## src/rtl/serial_adder_ctrl_if.sv

```systemverilog
// Word-level request/response bundle for the bit-serial adder stage.
//   start      : request strobe, sampled only while the stage is idle
//   a, b, cin  : operands and carry-in, captured on the accepting edge
//   busy       : high while bits are being shifted through the cell
//   done       : one-cycle completion pulse
//   sum, cout  : last completed result; held between completions
// master = requester, slave = adder stage.
interface serial_adder_ctrl_if #(
  parameter int WIDTH = 8
);
  logic             start;
  logic [WIDTH-1:0] a;
  logic [WIDTH-1:0] b;
  logic             cin;
  logic             busy;
  logic             done;
  logic [WIDTH-1:0] sum;
  logic             cout;

  modport master (output start, a, b, cin, input busy, done, sum, cout);
  modport slave  (input start, a, b, cin, output busy, done, sum, cout);
endinterface

```

## src/rtl/serial_adder_ctrl.sv

```systemverilog
// Bit-serial adder stage: one 1-bit full-adder cell, one operand bit per
// clock, LSB first. {cout, sum} = a + b + cin, WIDTH bits plus carry.
//   clk : rising-edge clock
//   rst : asynchronous, active-high reset
//   bus : serial_adder_ctrl_if.slave (start/a/b/cin in, busy/done/sum/cout out)
// Timing: accept on edge k, completion on edge k+WIDTH, done high for the
// following cycle, back in IDLE after edge k+WIDTH+1.

// Combinational 1-bit full adder cell.
module fa_cell (
  input  logic x,
  input  logic y,
  input  logic c_in,
  output logic s,
  output logic c_out
);
  assign s     = x ^ y ^ c_in;
  assign c_out = (x & y) | (x & c_in) | (y & c_in);
endmodule

module serial_adder_ctrl #(
  parameter int WIDTH = 8
) (
  input  logic              clk,
  input  logic              rst,
  serial_adder_ctrl_if.slave bus
);
  localparam int CW = (WIDTH > 1) ? $clog2(WIDTH) : 1;

  typedef enum logic [1:0] {IDLE, RUN, DONE} state_t;

  state_t           state;
  logic [WIDTH-1:0] shreg_a, shreg_b, acc, acc_nxt;
  logic             carry_q;
  logic [CW-1:0]    count;
  logic             cell_s, cell_c;
  logic             busy_q, done_q, cout_q;
  logic [WIDTH-1:0] sum_q;

  fa_cell u_cell (
    .x     (shreg_a[0]),
    .y     (shreg_b[0]),
    .c_in  (carry_q),
    .s     (cell_s),
    .c_out (cell_c)
  );

  // Cell sum enters at the MSB so after WIDTH shifts bit 0 sits at the LSB.
  // Written as shift-then-patch so WIDTH=1 needs no special slice.
  always_comb begin
    acc_nxt            = acc >> 1;
    acc_nxt[WIDTH-1]   = cell_s;
  end

  always_ff @(posedge clk or posedge rst) begin
    if (rst) begin
      state   <= IDLE;
      shreg_a <= '0;
      shreg_b <= '0;
      acc     <= '0;
      carry_q <= 1'b0;
      count   <= '0;
      busy_q  <= 1'b0;
      done_q  <= 1'b0;
      sum_q   <= '0;
      cout_q  <= 1'b0;
    end else begin
      case (state)
        IDLE: begin
          done_q <= 1'b0;
          if (bus.start) begin
            shreg_a <= bus.a;
            shreg_b <= bus.b;
            carry_q <= bus.cin;
            count   <= '0;
            busy_q  <= 1'b1;
            state   <= RUN;
          end
        end
        RUN: begin
          shreg_a <= shreg_a >> 1;
          shreg_b <= shreg_b >> 1;
          acc     <= acc_nxt;
          carry_q <= cell_c;
          count   <= count + CW'(1);
          // Last bit: publish the assembled word together with this bit.
          if (count == CW'(WIDTH - 1)) begin
            sum_q  <= acc_nxt;
            cout_q <= cell_c;
            busy_q <= 1'b0;
            done_q <= 1'b1;
            state  <= DONE;
          end
        end
        DONE: begin
          done_q <= 1'b0;
          state  <= IDLE;
        end
        default: begin
          busy_q <= 1'b0;
          done_q <= 1'b0;
          state  <= IDLE;
        end
      endcase
    end
  end

  assign bus.busy = busy_q;
  assign bus.done = done_q;
  assign bus.sum  = sum_q;
  assign bus.cout = cout_q;
endmodule

```

## src/flat_wrapper.sv

```systemverilog
// flat-port wrapper written by rule: the top's interface ports become plain ports
module serial_adder_ctrl_flat 
#(
  parameter int WIDTH = 8
)
  (clk, rst, bus_start, bus_a, bus_b, bus_cin, bus_busy, bus_done, bus_sum, bus_cout);
  serial_adder_ctrl_if #(.WIDTH(WIDTH)) bus_i ();
  input  logic clk;
  input  logic rst;
  input wire logic [$bits(bus_i.start)-1:0] bus_start;
  input wire logic [$bits(bus_i.a)-1:0] bus_a;
  input wire logic [$bits(bus_i.b)-1:0] bus_b;
  input wire logic [$bits(bus_i.cin)-1:0] bus_cin;
  output wire logic [$bits(bus_i.busy)-1:0] bus_busy;
  output wire logic [$bits(bus_i.done)-1:0] bus_done;
  output wire logic [$bits(bus_i.sum)-1:0] bus_sum;
  output wire logic [$bits(bus_i.cout)-1:0] bus_cout;
  assign bus_i.start = bus_start;
  assign bus_i.a = bus_a;
  assign bus_i.b = bus_b;
  assign bus_i.cin = bus_cin;
  assign bus_busy = bus_i.busy;
  assign bus_done = bus_i.done;
  assign bus_sum = bus_i.sum;
  assign bus_cout = bus_i.cout;
  serial_adder_ctrl #(.WIDTH(WIDTH)) u_core (.clk(clk), .rst(rst), .bus(bus_i));
endmodule
```

## config.mk

```make
export PLATFORM = sky130hd
export DESIGN_NAME = serial_adder_ctrl_flat
export DESIGN_NICKNAME = d
export VERILOG_FILES = /design/src/rtl/serial_adder_ctrl_if.sv /design/src/rtl/serial_adder_ctrl.sv /design/src/flat_wrapper.sv
export SDC_FILE = /design/constraint.sdc
export NUM_CORES = 1
export LEC_CHECK = 0
export BUFFER_PORTS_ARGS = -buffer_cell sky130_fd_sc_hd__buf_4
export CAP_MARGIN = 40
export CORE_MARGIN = 2
export CORE_UTILIZATION = 54
export CTS_BUF_LIST = sky130_fd_sc_hd__clkbuf_16
export CTS_CLUSTER_SIZE = 16
export DETAILED_ROUTE_END_ITERATION = 16
export HOLD_SLACK_MARGIN = 0.02
export MAX_ROUTING_LAYER = met4
export PLACE_DENSITY = 0.77
export SLEW_MARGIN = 25
export SYNTH_ARGS = -nofsm -noshare
export SYNTH_HDL_FRONTEND = slang
export SYNTH_HIERARCHICAL = 1
export SYNTH_SLANG_ARGS = --single-unit
```

## constraint.sdc

```tcl
create_clock -name clk -period 1.77 [get_ports clk]
set_input_delay 0.177 -clock clk [delete_from_list [all_inputs] [get_ports clk]]
set_output_delay 0.177 -clock clk [all_outputs]
set_load 0.02 [all_outputs]
```

# Word-level counts from Yosys, hierarchy flattened
# Index checks and enable logic that the tools add are counted.
# word_totals
ff_bits	41
elab_cells	46
out_inout_bits	11
# classes
addsub	1
bitwise	8
n_eq_ne	5
n_reduce_logical	6
mux	16
# op_table
op	n
case mux 8 bit (2 select lines)	2
two-way mux 8 bit	2
case mux 3 bit (2 select lines)	1
AND reduction 2 bit	3
two-way mux 1 bit	5
two-way mux 2 bit	2
case mux 2 bit (2 select lines)	1
adder 3 x 1 -> 3 bit (second input constant)	1
bitwise AND 1 bit	3
equality test 3 bit (second input constant)	1
two-way mux 3 bit	1
case mux 1 bit (3 select lines)	1
AND reduction 3 bit	1
equality test 2 x 1 -> 1 bit (second input constant)	1
equality test 2 bit (second input constant)	1
logical NOT 2 bit	1
inequality test 2 x 1 -> 1 bit (second input constant)	1
inequality test 2 bit (second input constant)	1
OR 1 bit	2
case mux 1 bit (2 select lines)	1
nonzero test 2 bit	1
XOR 1 bit	2
NOT 1 bit	1

# Depth between registers and ports, before layout
# Gate-level depths: netlist (run 1).
# depth
word_depth	4
mapped_depth	5
mapped_depth_nobuf	5

# Modules after synthesis
# Netlist (run 1), hierarchy kept.
# by_module_without_submodules
module	instances	cells_per_inst	area_each_um2
serial_adder_ctrl	1	150	1725.4
fa_cell	1	1	20.0

# Worst setup path before layout (run 1)
# No wires, ideal clock.
# synth_timing
kind	flip-flop to flip-flop
from	reg u_core.count[0]
to	reg u_core.cout_q (netlist: u_core/bus.cout)
period_less_slack_ns	1.366
stages_incl_launch_ff	5
t_required_ns	1.645
arrival_time_ns	1.241
setup_slack_ns	0.404
cell_sequence	dfrtp_1 ha_1 ha_1 nand2_4 mux2_2
# synth_via
elab_chain_len	2
# synth_rtl
element	line	rtl
start, declared	serial_adder_ctrl.sv:35	logic [CW-1:0] count;
start signal, assigned	serial_adder_ctrl.sv:85	count <= count + CW'(1);
equality test 3 bit	serial_adder_ctrl.sv:87	if (count == CW'(WIDTH - 1)) begin
AND reduction 2 bit (no line)	--	
end signal, assigned	serial_adder_ctrl.sv:89	cout_q <= cell_c;
end, declared	serial_adder_ctrl.sv:37	logic busy_q, done_q, cout_q;
# Every way passes these cells.
# A chain may end at the register's enable or synchronous reset.

# Final worst setup path (run 1)
# layout_timing
from	reg u_core.count[0]
to	reg u_core.sum_q[7] (netlist: u_core/bus.sum[7])
# layout_via
elab_chain_len	2
# layout_rtl
element	line	rtl
equality test 3 bit	serial_adder_ctrl.sv:87	
AND reduction 2 bit (no line)	--	
end signal, assigned	serial_adder_ctrl.sv:88	sum_q <= acc_nxt;
end, declared	serial_adder_ctrl.sv:38	logic [WIDTH-1:0] sum_q;
# Every way passes these cells.

==> results of run 1 <==
-- power breakdown --
| part | switching (W) | leakage [nW] | internal, W |
|---|---|---|---|
| Clock | 0.000340 | 0.0789 | 0.000655 |
| Combinational | 0.000788 | 0.471 | 0.000739 |
| Sequential | 0.000265 | 0.479 | 0.00134 |
-- cell type report --
class,instances,area (sq um)
clock buffer,5,125
clock inverter,3,37.5
fill,238,878
inverter,6,22.5
multi-input combinational,98,686
sequential,40,1000
tap,44,55.1
timing repair buffer,33,248
-- kinds of logic (layout without fill, tap and decap cells) --
| kind of cell | count (synthesis) | in the layout |
|---|---|---|
| and+or+nand+nor | 52 | 52 |
| DFF | 40 | 40 |
| AOI/OAI and AO/OA | 34 | 34 |
| buffers and inverters | 13 | 47 |
| muxes | 9 | 9 |
| adders and majority gates | 3 | 3 |
-- flip-flops by register name, summed over array words and instances (netlist names) --
signal,cells
u_core/acc,7
u_core/carry_q,1
u_core/bus.busy,1
u_core/bus.cout,1
u_core/shreg_a,8
u_core/bus.sum,8
u_core/state,2
u_core/count,3
u_core/bus.done,1
u_core/shreg_b,8
-- worst min-delay path by stage --
| stage | cells past startpoint | from | slack [ns] | endpoint |
|---|---|---|---|---|
| floorplan | 2 | bus_b[7] | 0.31 | u_core/shreg_b[7] |
| global placement | 3 | rst | 0.32 | u_core/bus.sum[4] |
| detailed placement | 3 | rst | 0.33 | u_core/bus.sum[3] |
| CTS | 3 | rst | 0.03 | u_core/bus.sum[4] |
| global route | 3 | rst | 0.06 | u_core/acc[6] |
| finish | 3 | rst | 0.02 | u_core/bus.sum[3] |
-- critical path, cell delays in order (launching register included) --
cell and delay, ns:
dfrtp_1 0.39, ha_1 0.21, ha_1 0.24, nand2_4 0.16, mux2_2 0.35
-- routing by layer --
layer / up-vias / GRT usage / routed length [um]
met5: - / - / 0
met4: 0 / 0.0963 / 19
met3: 2 / 0.0768 / 176
met2: 52 / 0.372 / 1850
met1: 657 / 0.267 / 1510
li1: 599 / - / -
-- per-stage QoR --
| step | hold slack (ns) | total power (W) | worst slack [ns] |
|---|---|---|---|
| 2_1_floorplan | 0.313 | 0.00267 | 0.404 |
| 3_3_place_gp | 0.324 | 0.00308 | 0.344 |
| 3_5_place_dp | 0.329 | 0.00314 | 0.312 |
| 4_1_cts | 0.0307 | 0.00416 | 0.301 |
| 5_1_grt | 0.0581 | 0.00442 | 0.232 |
| 6_report | 0.0177 | 0.00413 | 0.312 |
-- placed cells by master (no fill, tap or decap), drive strengths merged --
cell | synthesis | routed
a32o | 1 | 1
clkbuf | 2 | 5
nand2 | 28 | 28
a221o | 2 | 2
clkinv | 0 | 2
o22a | 13 | 13
mux2 | 9 | 9
inv | 6 | 6
nor2 | 6 | 6
a22o | 2 | 2
nand2b | 5 | 5
bufinv | 0 | 1
o21ai | 6 | 6
ha | 2 | 2
nor2b | 5 | 5
o221a | 2 | 2
buf | 5 | 33
nand3b | 2 | 2
dfrtp | 40 | 40
o21bai | 1 | 1
a21oi | 4 | 4
fa | 1 | 1
nor3b | 3 | 3
nor3 | 3 | 3
a221oi | 3 | 3
-- cell usage after synthesis --
library cell,instances
a22o_1,2
buf_4,1
nor3b_1,3
fa_1,1
o21bai_4,1
nor2b_4,1
inv_1,5
clkbuf_1,1
nand3b_1,2
mux2_2,9
nor2b_1,4
o221a_2,2
nand2_4,1
nor2_1,5
nand2b_1,5
a221oi_1,3
o22a_1,13
nor3_1,3
clkbuf_2,1
ha_1,2
dfrtp_1,40
buf_2,4
o21ai_0,6
a32o_1,1
inv_2,1
a21oi_1,4
a221o_1,2
nand2_1,27
nor2_2,1
==> flow_summary.json, run 1 <==
{
  "rsz0062_at_grt": "no",
  "end_kind": "flop",
  "cts_tree": "yes",
  "postCtsSetupBuffers": 0,
  "drtPass1Iterations": 4,
  "vias": 1310,
  "cts.clk_slew.worst_paths_ns": 0.06,
  "areaGrowthSynthToFinish_pct": 24.6,
  "numPortBuffers": 30,
  "synth_area_leaders": "dfrtp_1 (57%), o22a_1 (6.5%), mux2_2 (5.8%)",
  "grt_pass1_wl_um": 5930,
  "ant_nets": 0,
  "finalCritPeriodShare": 0.824,
  "hpwl_um": 2300,
  "reg2reg_slack_ns": 0.31,
  "synth_xor_area_frac": 0,
  "synth_fa_ha_area_frac": 0.0258,
  "avgRoutedWirePerCell_um": 15.5,
  "clock_skew_ns": 0.00740,
  "cts_sinks": 40,
  "io_pins": 31,
  "vias_per_cell": 5.72,
  "core-area_sq_um": 3050,
  "fp-row-count": 20,
  "powerDensity_nw_per_um2": 1900,
  "layout_min_cycle_time_ns": 1.46,
  "syn_avg_cell_area_sq_um": 11.6,
  "die_y_um": 60.9,
  "synth_compound_area_frac": 0.160,
  "reg2reg_from": "u_core/count[0]",
  "netlist_area_sq_um": 1750,
  "postLayoutCellArea_sq_um": 2170,
  "hold_violations": 0,
  "grtUsageTotal": 0.232,
  "synth_simple_gate_area_share": 0.149,
  "worstSetupEndpoint": "u_core/bus.sum[7]",
  "h-tree-depth": 2,
  "path_class": "flop to flop",
  "drt-initial-drc-count": 46,
  "synth_top_family_by_area": "compound AO/OA/AOI/OAI gates",
  "layout-drive-gt1-share": 0.297,
  "synth.area.mux_share": 0.0581,
  "drv_cap": 0,
  "start_util": 0.572,
  "wirelength_um": 3560,
  "grt_overflow_total": 0,
  "clk_path_buf_depth": 2,
  "critPathRequiredTime_ns": 1.94,
  "synth_top_area_cell": "dfrtp_1",
  "holdBufCountCts": 0,
  "finalSetupTns_ns": 0,
  "start_kind": "flop",
  "dieWidth_um": 60.9,
  "yosys_warnings": 6,
  "seq_area_frac_synth": 0.573,
  "gp_congestion": 0.780,
  "synthesis.instances": 151,
  "nNetsFinal": 207,
  "status": "finished clean",
  "antenna_found_initial": 0,
  "cts.repair.resized": 0,
  "ys_ff_latch": 40,
  "hp-class": "input pin to asynchronous set/reset pin",
  "first_global_vias": 1326,
  "synthesis.nets": 174,
  "critPathMaxFanout": 10,
  "clock.fmax_ghz": 0.686,
  "synth_cell_types": 29,
  "die_area_sq_um": 3700,
  "report.final.slew_viol_count": 0,
  "p_leak_nw": 1.03,
  "synth_top_area_frac": 0.573,
  "place_inst": 221,
  "reg2reg_to": "u_core/bus.sum[7]",
  "fin_util": 0.712,
  "numCtsBuffers": 5,
  "drc": 0,
  "placed_cell_area_sq_um": 2010,
  "critPathArrivalTime_ns": 1.62,
  "r2r_cells": 4,
  "clk-insertion-delay-late_ns": 0.28,
  "worstMarginPinSlew_ns": 0.494,
  "antennaDiodeCount": 0,
  "grt_max_degree": 41,
  "ir_drop_mv": 0.991,
  "setup_viol": 0,
  "cts-root-buf": "clkbuf_16",
  "instances_no_fill": 229,
  "max_slew_margin": 0.671,
  "crit_start": "u_core/count[0]"
}
Power figures use the tool's default switching activity.
==> run 2: changes to the inputs <==
==> constraint.sdc (replaced) <==
create_clock -name clk -period 1.5 [get_ports clk]
set_input_delay 0.15 -clock clk [delete_from_list [all_inputs] [get_ports clk]]
set_output_delay 0.15 -clock clk [all_outputs]
set_load 0.02 [all_outputs]
==> flow_summary.json, run 2 (synthesized netlist as in run 1, its figures left out) <==
{
  "gp_congestion": 0.756,
  "grtUsageTotal": 0.226,
  "grt_pass1_wl_um": 5890,
  "reg2reg_from": "u_core/count[0]",
  "clock.fmax_ghz": 0.698,
  "rsz0062_at_grt": "no",
  "hp-start": "bus_a[7]",
  "cts-root-buf": "clkbuf_16",
  "grt_max_degree": 41,
  "setup_viol": 0,
  "critPathRequiredTime_ns": 1.66,
  "whs_ns": 0.137,
  "numCtsBuffers": 5,
  "first_global_vias": 1329,
  "min_to": "u_core/shreg_a[7]",
  "clk-insertion-delay-late_ns": 0.27,
  "layout_min_cycle_time_ns": 1.43,
  "grt_overflow_total": 0,
  "critPathArrivalTime_ns": 1.59,
  "antennaDiodeCount": 0,
  "drv_cap": 0,
  "finalCritPeriodShare": 0.955,
  "hold_depth": 2,
  "layout-drive-gt1-share": 0.330,
  "clock_skew_ns": 0.00352,
  "critPathMaxFanout": 5,
  "start_util": 0.572,
  "nNetsFinal": 214,
  "p_leak_nw": 1.05,
  "core-area_sq_um": 3050,
  "reg2reg_to": "u_core/bus.sum[6]",
  "r2r_cells": 4,
  "path_class": "flop to flop",
  "die_area_sq_um": 3700,
  "hold_violations": 0,
  "numPortBuffers": 30,
  "vias_per_cell": 5.44,
  "vias": 1278,
  "worstMarginPinSlew_ns": 0.493,
  "report.final.slew_viol_count": 0,
  "hpwl_um": 2350,
  "dieWidth_um": 60.9,
  "areaGrowthSynthToFinish_pct": 27.0,
  "ir_drop_mv": 1.11,
  "drt-initial-drc-count": 61,
  "drtPass1Iterations": 4,
  "die_y_um": 60.9,
  "fp-row-count": 20,
  "drc": 0,
  "finalSetupTns_ns": 0,
  "end_kind": "flop",
  "cts_sinks": 40,
  "ant_nets": 0,
  "wirelength_um": 3490,
  "h-tree-depth": 2,
  "final_common_cell": "dfrtp_1",
  "start_kind": "flop",
  "cts.clk_slew.worst_paths_ns": 0.06,
  "hp-class": "input pin to flop",
  "final_cell_mix": "dfrtp_1 (40), buf_4 (37), nand2_1 (27)",
  "max_slew_margin": 0.671,
  "cts_tree": "yes",
  "status": "finished clean",
  "antenna_found_initial": 0,
  "powerDensity_nw_per_um2": 2150,
  "io_pins": 31,
  "clk_path_buf_depth": 2,
  "reg2reg_slack_ns": 0.07,
  "avgRoutedWirePerCell_um": 14.8
}
run 2: worst max-delay path: stages, from the launching register on:
cell	delay [ns]
dfrtp_1	0.39
ha_1	0.21
ha_2	0.22
nand2_2	0.14
mux2_2	0.34
run 2: final cells by class:
type	count	area, sq um
Sequential cell	40	1000
Fill cell	220	836
Multi-Input combinational cell	99	697
Timing Repair Buffer	39	308
Clock buffer	5	125
Tap cell	44	55.1
Inverter	6	22.5
Clock inverter	2	8.76
run 2: worst max path at each step:
stage	startpoint	end	slack, ns	depth (start not counted)
floorplan	u_core/count[0]	u_core/bus.cout	0.13	4
global placement	u_core/count[0]	u_core/bus.sum[1]	0.08	4
detailed placement	u_core/count[0]	u_core/bus.sum[7]	0.04	4
CTS	u_core/count[0]	u_core/bus.sum[7]	0.03	4
global route	u_core/state[0]	u_core/bus.sum[3]	0.03	3
finish	u_core/count[0]	u_core/bus.sum[6]	0.07	4
run 2: repair_timing:
item / in CTS / in global routing
hold buffers: 1 / 0
setup buffers: 0 / 1
setup endpoints to repair: 0 / 10
endpoints found under the hold margin: 32 / 0
gates resized for setup: 0 / 2
run 2: power by group:
part	leakage (nW)	switching, W	internal [W]	total, W
Clock	0.0709	0.000377	0.000597	0.000974
Sequential	0.479	0.000307	0.00158	0.00189
Combinational	0.500	0.000944	0.000955	0.00190
run 2: stage by stage:
stage          instances  power, W  cell area, sq um  setup WS, ns  utilization
6_report             235   0.00476              2220        0.0682        0.726
5_1_grt              235   0.00510              2220        0.0271        0.726
4_1_cts              233   0.00476              2200        0.0264        0.720
3_5_place_dp         225   0.00378              2050        0.0440        0.673
3_3_place_gp         225   0.00370              2050        0.0777        0.673
2_1_floorplan        151   0.00315              1750         0.134            -
run 2: routing by layer:
layer	wire length, um	GRT usage	vias to the layer above	part of all wire
li1	-	-	609	-
met1	1520	0.276	642	0.44
met5	0	-	-	0
met3	125	0.0512	2	0.036
met2	1830	0.366	25	0.52
met4	15	0.0870	0	0.0043
